==> src/rtl/thread_issue_scheduler_pkg.sv <==
// Shared sizing and types for the thread issue scheduler; mirrors the
// scoreboard/thread definitions carried by npu_defines.sv.
package thread_issue_scheduler_pkg;

  localparam int unsigned THREAD_NUMB       = 8;
  localparam int unsigned SCOREBOARD_LENGTH = 32;
  localparam int unsigned THREAD_ID_W       = $clog2(THREAD_NUMB);

  typedef logic [SCOREBOARD_LENGTH-1:0] scoreboard_t;
  typedef logic [THREAD_ID_W-1:0]       thread_id_t;
  typedef logic [THREAD_NUMB-1:0]       thread_mask_t;

  // Thread index at distance 'off' after 'base', wrapping at THREAD_NUMB.
  function automatic thread_id_t rr_next(thread_id_t base, int unsigned off);
    int unsigned sum;
    sum = int'(base) + off;
    return thread_id_t'(sum % THREAD_NUMB);
  endfunction

endpackage

==> src/rtl/thread_issue_scheduler_rr_arbiter.sv <==
// Round-robin arbiter over per-thread requests; search starts one past the
// last granted thread. The pointer moves only on an enabled grant.
module rr_arbiter
  import thread_issue_scheduler_pkg::*;
(
  input  logic         clk_i,
  input  logic         rst_i,
  input  logic         enable_i,
  input  thread_mask_t request_i,
  output thread_mask_t grant_o,
  output thread_id_t   grant_id_o
);

  thread_id_t last_q;
  thread_id_t last_d;
  thread_id_t idx;
  logic       found;

  always_comb begin
    grant_o    = '0;
    grant_id_o = '0;
    found      = 1'b0;
    idx        = '0;
    for (int unsigned i = 1; i <= THREAD_NUMB; i++) begin
      idx = rr_next(last_q, i);
      if (!found && request_i[idx]) begin
        found      = 1'b1;
        grant_id_o = idx;
      end
    end
    if (found && enable_i) begin
      grant_o[grant_id_o] = 1'b1;
    end
    last_d = (found && enable_i) ? grant_id_o : last_q;
  end

  always_ff @(posedge clk_i or posedge rst_i) begin
    if (rst_i) begin
      last_q <= thread_id_t'(THREAD_NUMB - 1);
    end else begin
      last_q <= last_d;
    end
  end

endmodule

==> src/rtl/thread_issue_scheduler.sv <==
// Per-thread register scoreboard plus round-robin issue of hazard-free heads.
// Define SCHEDULER_WAW_CHECK_EN to also stall on destination (WAW) hazards.
module thread_issue_scheduler
  import thread_issue_scheduler_pkg::*;
(
  input  logic         clk,
  input  logic         reset,
  input  logic         enable,
  input  thread_mask_t thread_en,
  input  thread_mask_t ib_valid,
  input  scoreboard_t  ib_source_mask        [THREAD_NUMB],
  input  scoreboard_t  ib_destination_mask   [THREAD_NUMB],
  output thread_mask_t ib_pop,
  input  logic         wb_valid,
  input  thread_id_t   wb_thread_id,
  input  scoreboard_t  wb_release_mask,
  input  thread_mask_t rollback_valid,
  input  scoreboard_t  rollback_clear_bitmap [THREAD_NUMB],
  output logic         is_instruction_valid,
  output thread_id_t   is_thread_id,
  output scoreboard_t  is_destination_mask,
  output scoreboard_t  scoreboard_busy       [THREAD_NUMB]
);

  thread_mask_t eligible;
  thread_mask_t grant;
  thread_id_t   grant_id;
  logic         any_grant;

  for (genvar t = 0; t < THREAD_NUMB; t++) begin : g_thread
    scoreboard_t dst_term;
    scoreboard_t wb_clr;
    scoreboard_t rb_clr;
    scoreboard_t iss_set;
    scoreboard_t sb_q;
    scoreboard_t sb_d;

`ifdef SCHEDULER_WAW_CHECK_EN
    assign dst_term = ib_destination_mask[t];
`else
    assign dst_term = '0;
`endif

    // A rolled-back thread is masked here so a squashed head never issues.
    assign eligible[t] = thread_en[t] && ib_valid[t] && !rollback_valid[t] &&
                         ((ib_source_mask[t] | dst_term) & sb_q) == '0;

    assign wb_clr  = (wb_valid && wb_thread_id == thread_id_t'(t)) ? wb_release_mask : '0;
    assign rb_clr  = rollback_valid[t] ? rollback_clear_bitmap[t] : '0;
    assign iss_set = ib_pop[t] ? ib_destination_mask[t] : '0;
    assign sb_d    = (sb_q & ~wb_clr & ~rb_clr) | iss_set;

    always_ff @(posedge clk or posedge reset) begin
      if (reset) begin
        sb_q <= '0;
      end else if (enable) begin
        sb_q <= sb_d;
      end
    end

    assign scoreboard_busy[t] = sb_q;
  end

  rr_arbiter u_arbiter (
    .clk_i      (clk),
    .rst_i      (reset),
    .enable_i   (enable),
    .request_i  (eligible),
    .grant_o    (grant),
    .grant_id_o (grant_id)
  );

  assign ib_pop    = grant;
  assign any_grant = |grant;

  always_ff @(posedge clk or posedge reset) begin
    if (reset) begin
      is_instruction_valid <= 1'b0;
      is_thread_id         <= '0;
      is_destination_mask  <= '0;
    end else if (enable) begin
      is_instruction_valid <= any_grant;
      is_thread_id         <= any_grant ? grant_id : '0;
      is_destination_mask  <= any_grant ? ib_destination_mask[grant_id] : '0;
    end
  end

endmodule

==> config.mk <==
export PLATFORM = sky130hd
export DESIGN_NAME = thread_issue_scheduler
export DESIGN_NICKNAME = d
export VERILOG_FILES = /design/src/rtl/thread_issue_scheduler_pkg.sv /design/src/rtl/thread_issue_scheduler_rr_arbiter.sv /design/src/rtl/thread_issue_scheduler.sv
export SDC_FILE = /design/constraint.sdc
export NUM_CORES = 2
export LEC_CHECK = 0
export CAP_MARGIN = 10
export CORE_AREA = 5 5 439 441
export DETAILED_ROUTE_END_ITERATION = 16
export DIE_AREA = 0 0 444 446
export PLACE_DENSITY = 0.4
export SYNTH_ARGS = -nofsm -noshare
export SYNTH_HDL_FRONTEND = slang
export SYNTH_SLANG_ARGS = --single-unit
==> constraint.sdc <==
create_clock -name clk -period 13.4 [get_ports clk]
set_input_delay 4.02 -clock clk [delete_from_list [all_inputs] [get_ports clk]]
set_output_delay 4.02 -clock clk [all_outputs]
set_load 0.02 [all_outputs]
# == After elaboration in Yosys (flattened, before gate mapping) ==
# Index checks and enable logic that the tools add are counted.
# W data, S select, Z words.
# word_totals
word_cells,217
ff_bits,295
mem_count,0
ramBits,0
latchBits,0
mem_bits_ro,0
output_inout_bits,300
input_bits,831
# classes
n_eq_ne,7
bitwise_logic,49
magnitude_cmp,11
n_reduce_logical,66
n_mux,64
multipliers,0
addsub,8
shifts,0
n_div,0
# op_table
op,count
$mux W32,27
$and A32 B32 Y32,24
$not A32 Y32,16
$logic_not A32 Y1,8
$or A32 B32 Y32,8
$bmux W32 S3,1
$logic_and A1 B1 Y1,41
$lt A3 B4 Y1 const B,9
$mux W3,9
$bmux W1 S3,8
$mux W1,17
$logic_not A1 Y1,15
$add A3 B3 Y3 const B,4
$eq A3 B3 Y1 const B,4
$mux W8,1
$reduce_or A8 Y1,1
$add A3 B1 Y3 const B,2
$add A3 B2 Y3 const B,2
$eq A3 B2 Y1 const B,2
$ge A4 B4 Y1 const B,1
$not A3 Y4,1
$demux W1 S3,1
$eq A3 B1 Y1 const B,1
$ge A3 B1 Y1 const B,1
$logic_not A3 Y1,1

# == Longest topological paths before layout ==
# logic_depth
depth_word,34
mapped_depth,19
mapped_depth_nobuf,13

# == Modules after synthesis ==
# Synthesis repeated with hierarchy kept, for this count alone.
# hier_totals
hier_cells,1751
area_unflattened_um2,18423.9
# modules_own_cells
module,cells_per_inst,area_per_inst_um2,instances,seq_area_each_um2
thread_issue_scheduler,1627,17214.0,1,7307.0
rr_arbiter,124,1209.9,1,78.8

# == Worst setup path after synthesis ==
# No wires, ideal clock.
# synth_timing
kind,in2out
from,input rollback_valid[0]
to,output ib_pop[1]
n_path_buf,4
path_stages,15
required_time_ps,9380
t_arrival_ps,6992
setup_slack_ps,2388
cell_sequence,clkbuf_2 -> and3b_1 -> nand4_2 -> nor4_4 -> nand3_1 -> o21a_1 -> mux4_2 -> nor2_1 -> o21ai_1 -> a22o_1 -> buf_6 -> buf_2 -> buf_2 -> or3_1 -> nor2_1
# synth_between
elab_chain_cells,32
elab_cells_between_ends,56
cone_classes,order compare (2); mux (35); reduce/logical (19)
# synth_rtl
item,line,rtl
start: declaration,thread_issue_scheduler.sv:17,"input thread_mask_t rollback_valid,"
$logic_not A1 Y1 (*),thread_issue_scheduler.sv:45,assign eligible[t] = thread_en[t] && ib_valid[t] && !rollback_valid[t] &&
$logic_and A1 B1 Y1 (*) (2 in a row),thread_issue_scheduler.sv:45,
$bmux W1 S3,thread_issue_scheduler_rr_arbiter.sv:26,if (!found && request_i[idx]) begin
$mux W1 (not written as such),thread_issue_scheduler_rr_arbiter.sv:26,
$mux W1,thread_issue_scheduler_rr_arbiter.sv:26,
$logic_not A1 Y1,thread_issue_scheduler_rr_arbiter.sv:26,
$logic_and A1 B1 Y1,thread_issue_scheduler_rr_arbiter.sv:26,
$mux W1,thread_issue_scheduler_rr_arbiter.sv:26,
[... 15 more ...],-,
$logic_not A1 Y1,thread_issue_scheduler_rr_arbiter.sv:26,
$logic_and A1 B1 Y1,thread_issue_scheduler_rr_arbiter.sv:26,
$mux W3,thread_issue_scheduler_rr_arbiter.sv:26,
$lt A3 B4 Y1 (not written as such) / $ge A3 B1 Y1 (equally long branches),thread_issue_scheduler_rr_arbiter.sv:32,grant_o[grant_id_o] = 1'b1;
$logic_and A1 B1 Y1 (not written as such),thread_issue_scheduler_rr_arbiter.sv:32,
$mux W1 (not written as such),thread_issue_scheduler_rr_arbiter.sv:32,
$demux W1 S3,-,
$mux W8 (*),thread_issue_scheduler_rr_arbiter.sv:31,if (found && enable_i) begin
end: declaration,thread_issue_scheduler.sv:13,"output thread_mask_t ib_pop,"
# Every way passes the cells marked *; elsewhere a longest branch is shown, timed or not. The select of a mux whose other input is x is not followed.

# == Worst setup path after layout ==
# layout_timing
from,input ib_source_mask[11] (netlist name)
to,output ib_pop[0]
# layout_between
elab_chain_cells,32
elab_cells_between_ends,56
cone_classes,order compare (2); mux (35); bitwise (1); reduce/logical (18)
# layout_rtl
item,line,rtl
start: declaration,thread_issue_scheduler.sv:11,"input scoreboard_t ib_source_mask [THREAD_NUMB],"
$and A32 B32 Y32 (*),thread_issue_scheduler.sv:46,((ib_source_mask[t] | dst_term) & sb_q) == '0;
$logic_not A32 Y1 (*),thread_issue_scheduler.sv:46,
$logic_and A1 B1 Y1 (*),thread_issue_scheduler.sv:45,
$bmux W1 S3,thread_issue_scheduler_rr_arbiter.sv:26,
$mux W1 (not written as such),thread_issue_scheduler_rr_arbiter.sv:26,
$mux W1,thread_issue_scheduler_rr_arbiter.sv:26,
$logic_not A1 Y1,thread_issue_scheduler_rr_arbiter.sv:26,
$logic_and A1 B1 Y1,thread_issue_scheduler_rr_arbiter.sv:26,
[... 16 more ...],-,
$logic_not A1 Y1,thread_issue_scheduler_rr_arbiter.sv:26,
$logic_and A1 B1 Y1,thread_issue_scheduler_rr_arbiter.sv:26,
$mux W3,thread_issue_scheduler_rr_arbiter.sv:26,
$lt A3 B4 Y1 (not written as such) / $ge A3 B1 Y1 (equally long branches),thread_issue_scheduler_rr_arbiter.sv:32,
$logic_and A1 B1 Y1 (not written as such),thread_issue_scheduler_rr_arbiter.sv:32,
$mux W1 (not written as such),thread_issue_scheduler_rr_arbiter.sv:32,
$demux W1 S3,-,
$mux W8 (*),thread_issue_scheduler_rr_arbiter.sv:31,
# Marks and branches as above.

==> results.py <==
metrics = {
    "floorplan": {
        "core.rowCount": 160,
        "top_level_ports": 1131,
        "initial_core_utilization_pct": 10.5,
        "die_area_um2": 198000,
        "design.core.area_um2": 189000,
        "die_w_um": 444,
        "die_height_um": 446,
    },
    "yosys": {
        "synth.cell_area_um2": 19900,
        "netlist_instances": 2022,
        "ys_types": 73,
        "yosysSeqAreaShare_pct": 37.2,
        "ys_ff_latch": 295,
        "synth_flop_cell": "dfrtp_1",
        "synth-warning-count": 0,
        "total_nets_after_synthesis": 2855,
        "synth_enable_flop_cells": 0,
        "fraction_of_registers_with_async_set_or_reset_after_synthesis_pct": 100,
        "netlist_top_cells_area": "dfrtp_1 (37%), a22o_1 (13%), a22oi_1 (8.3%), mux4_2 (7.3%), nand2_1 (5.8%)",
        "post-synth-top-area-cell": "dfrtp_1",
        "syn_avg_cell_area_um2": 9.82,
        "yosys.area.top_type_share_pct": 36.8,
    },
    "detailed_routing": {
        "top_signal_layer_used": "met5",
        "routedWlPerCell_um": 43.2,
        "vias": 25300,
        "ant_nets": 0,
        "met2_wirelength_mm": 127,
        "avgViaCountPerCell": 4.43,
        "detail_route.drc_violations": 0,
        "detail_route.wirelength.met1_mm": 86.9,
        "wirelength_mm": 246,
        "detailedRoute.firstPassIterationCount": 5,
        "routed-wl-met3_mm": 16.8,
        "detailedRoute.firstIterationViolations": 2282,
    },
    "sta": {
        "max_slew_headroom_pct": 15.6,
        "finalSetupViolCount": 0,
        "finalCritPeriodShare_pct": 95.0,
        "setup_ws_ps": 665,
        "max_clock_freq_ghz": 0.0785,
        "period_needed_ps": 12740,
        "count_of_final_hold_check_violations": 0,
        "finClkSkew_ps": 51.9,
        "rsz0062_at_grt": "false",
        "number_of_max_slew_violations_in_the_final_report": 0,
        "worstMarginPinSlew_ps": 1230,
    },
    "setup_path": {
        "crit_type": "input port to output pin",
        "kind_of_end_point_of_the_critical_path": "output pin",
        "critPathArrivalTime_ps": 8720,
        "worstPathMaxFanout": 5,
        "critPathLaunchType": "input port",
        "required_time_of_the_critical_path_ps": 9380,
        "reg2reg_setup_slack_ps": 5860,
    },
    "clock_network": {
        "number_of_resized_instances_in_the_post_cts_repair_step": 0,
        "clock-root-buffer": "clkbuf_16",
        "cts_tree": "yes",
        "clock_sink_count": 295,
        "cts_htree_levels": 2,
        "postCtsHoldBufs": 0,
        "post_cts.repair.setup_buffers": 0,
        "clk_path_buf_depth": 3,
        "clock_insertion_delay_worst_skew_ps": 680,
        "cts_inserted_buffers": 48,
        "cts.clk_slew.worst_paths_ps": 60,
    },
    "power_and_ir_drop": {
        "total_leakage_power_nw": 14.4,
        "pwr_per_cell_area_nw_per_um2": 273,
        "p_total_mw": 9.83,
        "peakVddDrop_uv": 257,
    },
    "placed_design": {
        "port_buffers": 1130,
        "hpwl_mm": 209,
        "place_worst_setup_slack_ps": 573,
        "dp.cells": 5577,
        "place_congestion": 0.921,
    },
    "run_status": {
        "run_status": "finished, final reports clean",
    },
    "global_routing": {
        "grt_pass1_wl_mm": 302,
        "grt_max_degree": 109,
        "grt.total_usage_pct": 23.6,
        "vias_in_the_first_global_route": 25600,
        "overflow": 0,
        "number_of_antenna_violations_at_the_first_check_in_global_routing": 69,
    },
    "run": {
        "max_cap_viol_count": 0,
    },
    "layout": {
        "syn2layout_area_growth_pct": 81.5,
        "layout.cells.non_filler": 5696,
        "final_net_count": 3949,
        "drive_gt1_share_pct": 9.59,
    },
    "hold_path": {
        "worstHoldPathType": "flop to flop",
    },
}
## flip-flops by register name, summed over array words and instances, names as in the netlist
| signal | cells |
|---|---|
| u_arbiter.last_q | 3 |
| is_destination_mask | 32 |
| g_thread.sb_q | 256 |
| is_thread_id | 3 |
| is_instruction_valid | 1 |
## worst paths after layout
kind | from | endpoint | cells past startpoint
min in group asynchronous | reset | g_thread[6].sb_q[4] | 2
min | is_thread_id[2] | is_thread_id[2] | 1
min reg2reg | is_thread_id[2] | is_thread_id[2] | 1
max reg2reg | u_arbiter.last_q[1] | is_destination_mask[18] | 17
max | ib_source_mask[11] | ib_pop[0] | 13
max in group asynchronous | reset | g_thread[1].sb_q[24] | 4
## report_power, final
| group | total, mW | switching [mW] | internal, mW |
|---|---|---|---|
| registers | 1.74 | 0.513 | 1.22 |
| logic | 6.76 | 4.20 | 2.56 |
| clock network | 1.33 | 0.564 | 0.771 |
## per-stage QoR
stage	hold slack, ps	util (%)	instance area [um2]	TNS, ps
floorplan	595	-	19900	0
global placement	465	18.2	34400	-1140
detailed placement	472	18.2	34400	0
CTS	485	19.1	36000	0
global route	495	19.1	36000	0
finish	482	19.1	36100	0
## final cells by class
cell class | count | area [um2]
diodes | 35 | 87.6
clock buffers | 70 | 1340
fillers | 20900 | 153000
well taps | 2511 | 3140
multi-input cells | 1529 | 11700
flip-flops and latches | 295 | 7390
clock inverters | 14 | 209
inverters | 12 | 57.6
repair buffers | 1230 | 12100
## Yosys cell counts, drive strengths merged (3+ instances only)
| master | n |
|---|---|
| a21oi | 8 |
| o211ai | 3 |
| nand3b | 3 |
| nor2b | 8 |
| dfstp | 3 |
| o41ai | 4 |
| mux2i | 49 |
| nand2b | 6 |
| a22oi | 219 |
| nand4 | 77 |
| o21ai | 21 |
| and3b | 5 |
| mux4 | 64 |
| a21o | 108 |
| nand2 | 308 |
| buf | 56 |
| a221oi | 7 |
| and3 | 4 |
| inv | 12 |
| xnor2 | 3 |
| nor3 | 26 |
| nor2 | 51 |
| and4 | 5 |
| dfrtp | 292 |
| a32o | 9 |
| or2 | 3 |
| clkbuf | 130 |
| o21a | 109 |
| or3 | 7 |
| nor4 | 10 |
| nand3 | 28 |
| a22o | 304 |
| a32oi | 9 |
| o2bb2ai | 31 |
| o311ai | 4 |
| a31oi | 5 |
| and2 | 3 |
## cells in the final DEF (no fill, tap or decap), drive strengths merged, types with 21 or more instances in the layout
| master | instances |
|---|---|
| mux4 | 64 |
| o21a | 109 |
| nand2 | 308 |
| diode | 35 |
| a22oi | 219 |
| nor2 | 51 |
| a21o | 108 |
| o2bb2ai | 31 |
| a22o | 304 |
| nand3 | 28 |
| mux2i | 49 |
| dfrtp | 292 |
| o21ai | 21 |
| clkdlybuf4s50 | 1111 |
| clkbuf | 70 |
| nor3 | 26 |
| nand4 | 77 |
| buf | 119 |
## worst max-delay path, stage by stage
cell             delay, ps
clkdlybuf4s50_1        440
a22oi_1                500
nand4_1                410
nor4_4                 620
nand2_1                200
o21ai_0                540
o2111ai_1              360
a41o_1                 340
nor3_2                 330
nor2_1                 190
or2_2                  380
nor2_1                 220
buf_12                 140
## kinds of logic after synthesis
logic type               share of synthesized area (%)
AO/OA/AOI/OAI                                     34.5
AND/OR/NAND/NOR                                   13.8
flip-flops                                        37.2
buffers and inverters                             4.45
multiplexers                                      9.84
XOR/XNOR                                         0.176
adder cells (fa/ha/maj)                          0.126
## metal layers
| metal | vias up | track usage [%] |
|---|---|---|
| met3 | 321 | 5.51 |
| li1 | 10200 | - |
| met1 | 13200 | 25.3 |
| met2 | 1466 | 43.0 |
| met4 | 30 | 12.5 |
| met5 | - | 0 |
No activity file was read; power rests on OpenSTA's default activity.
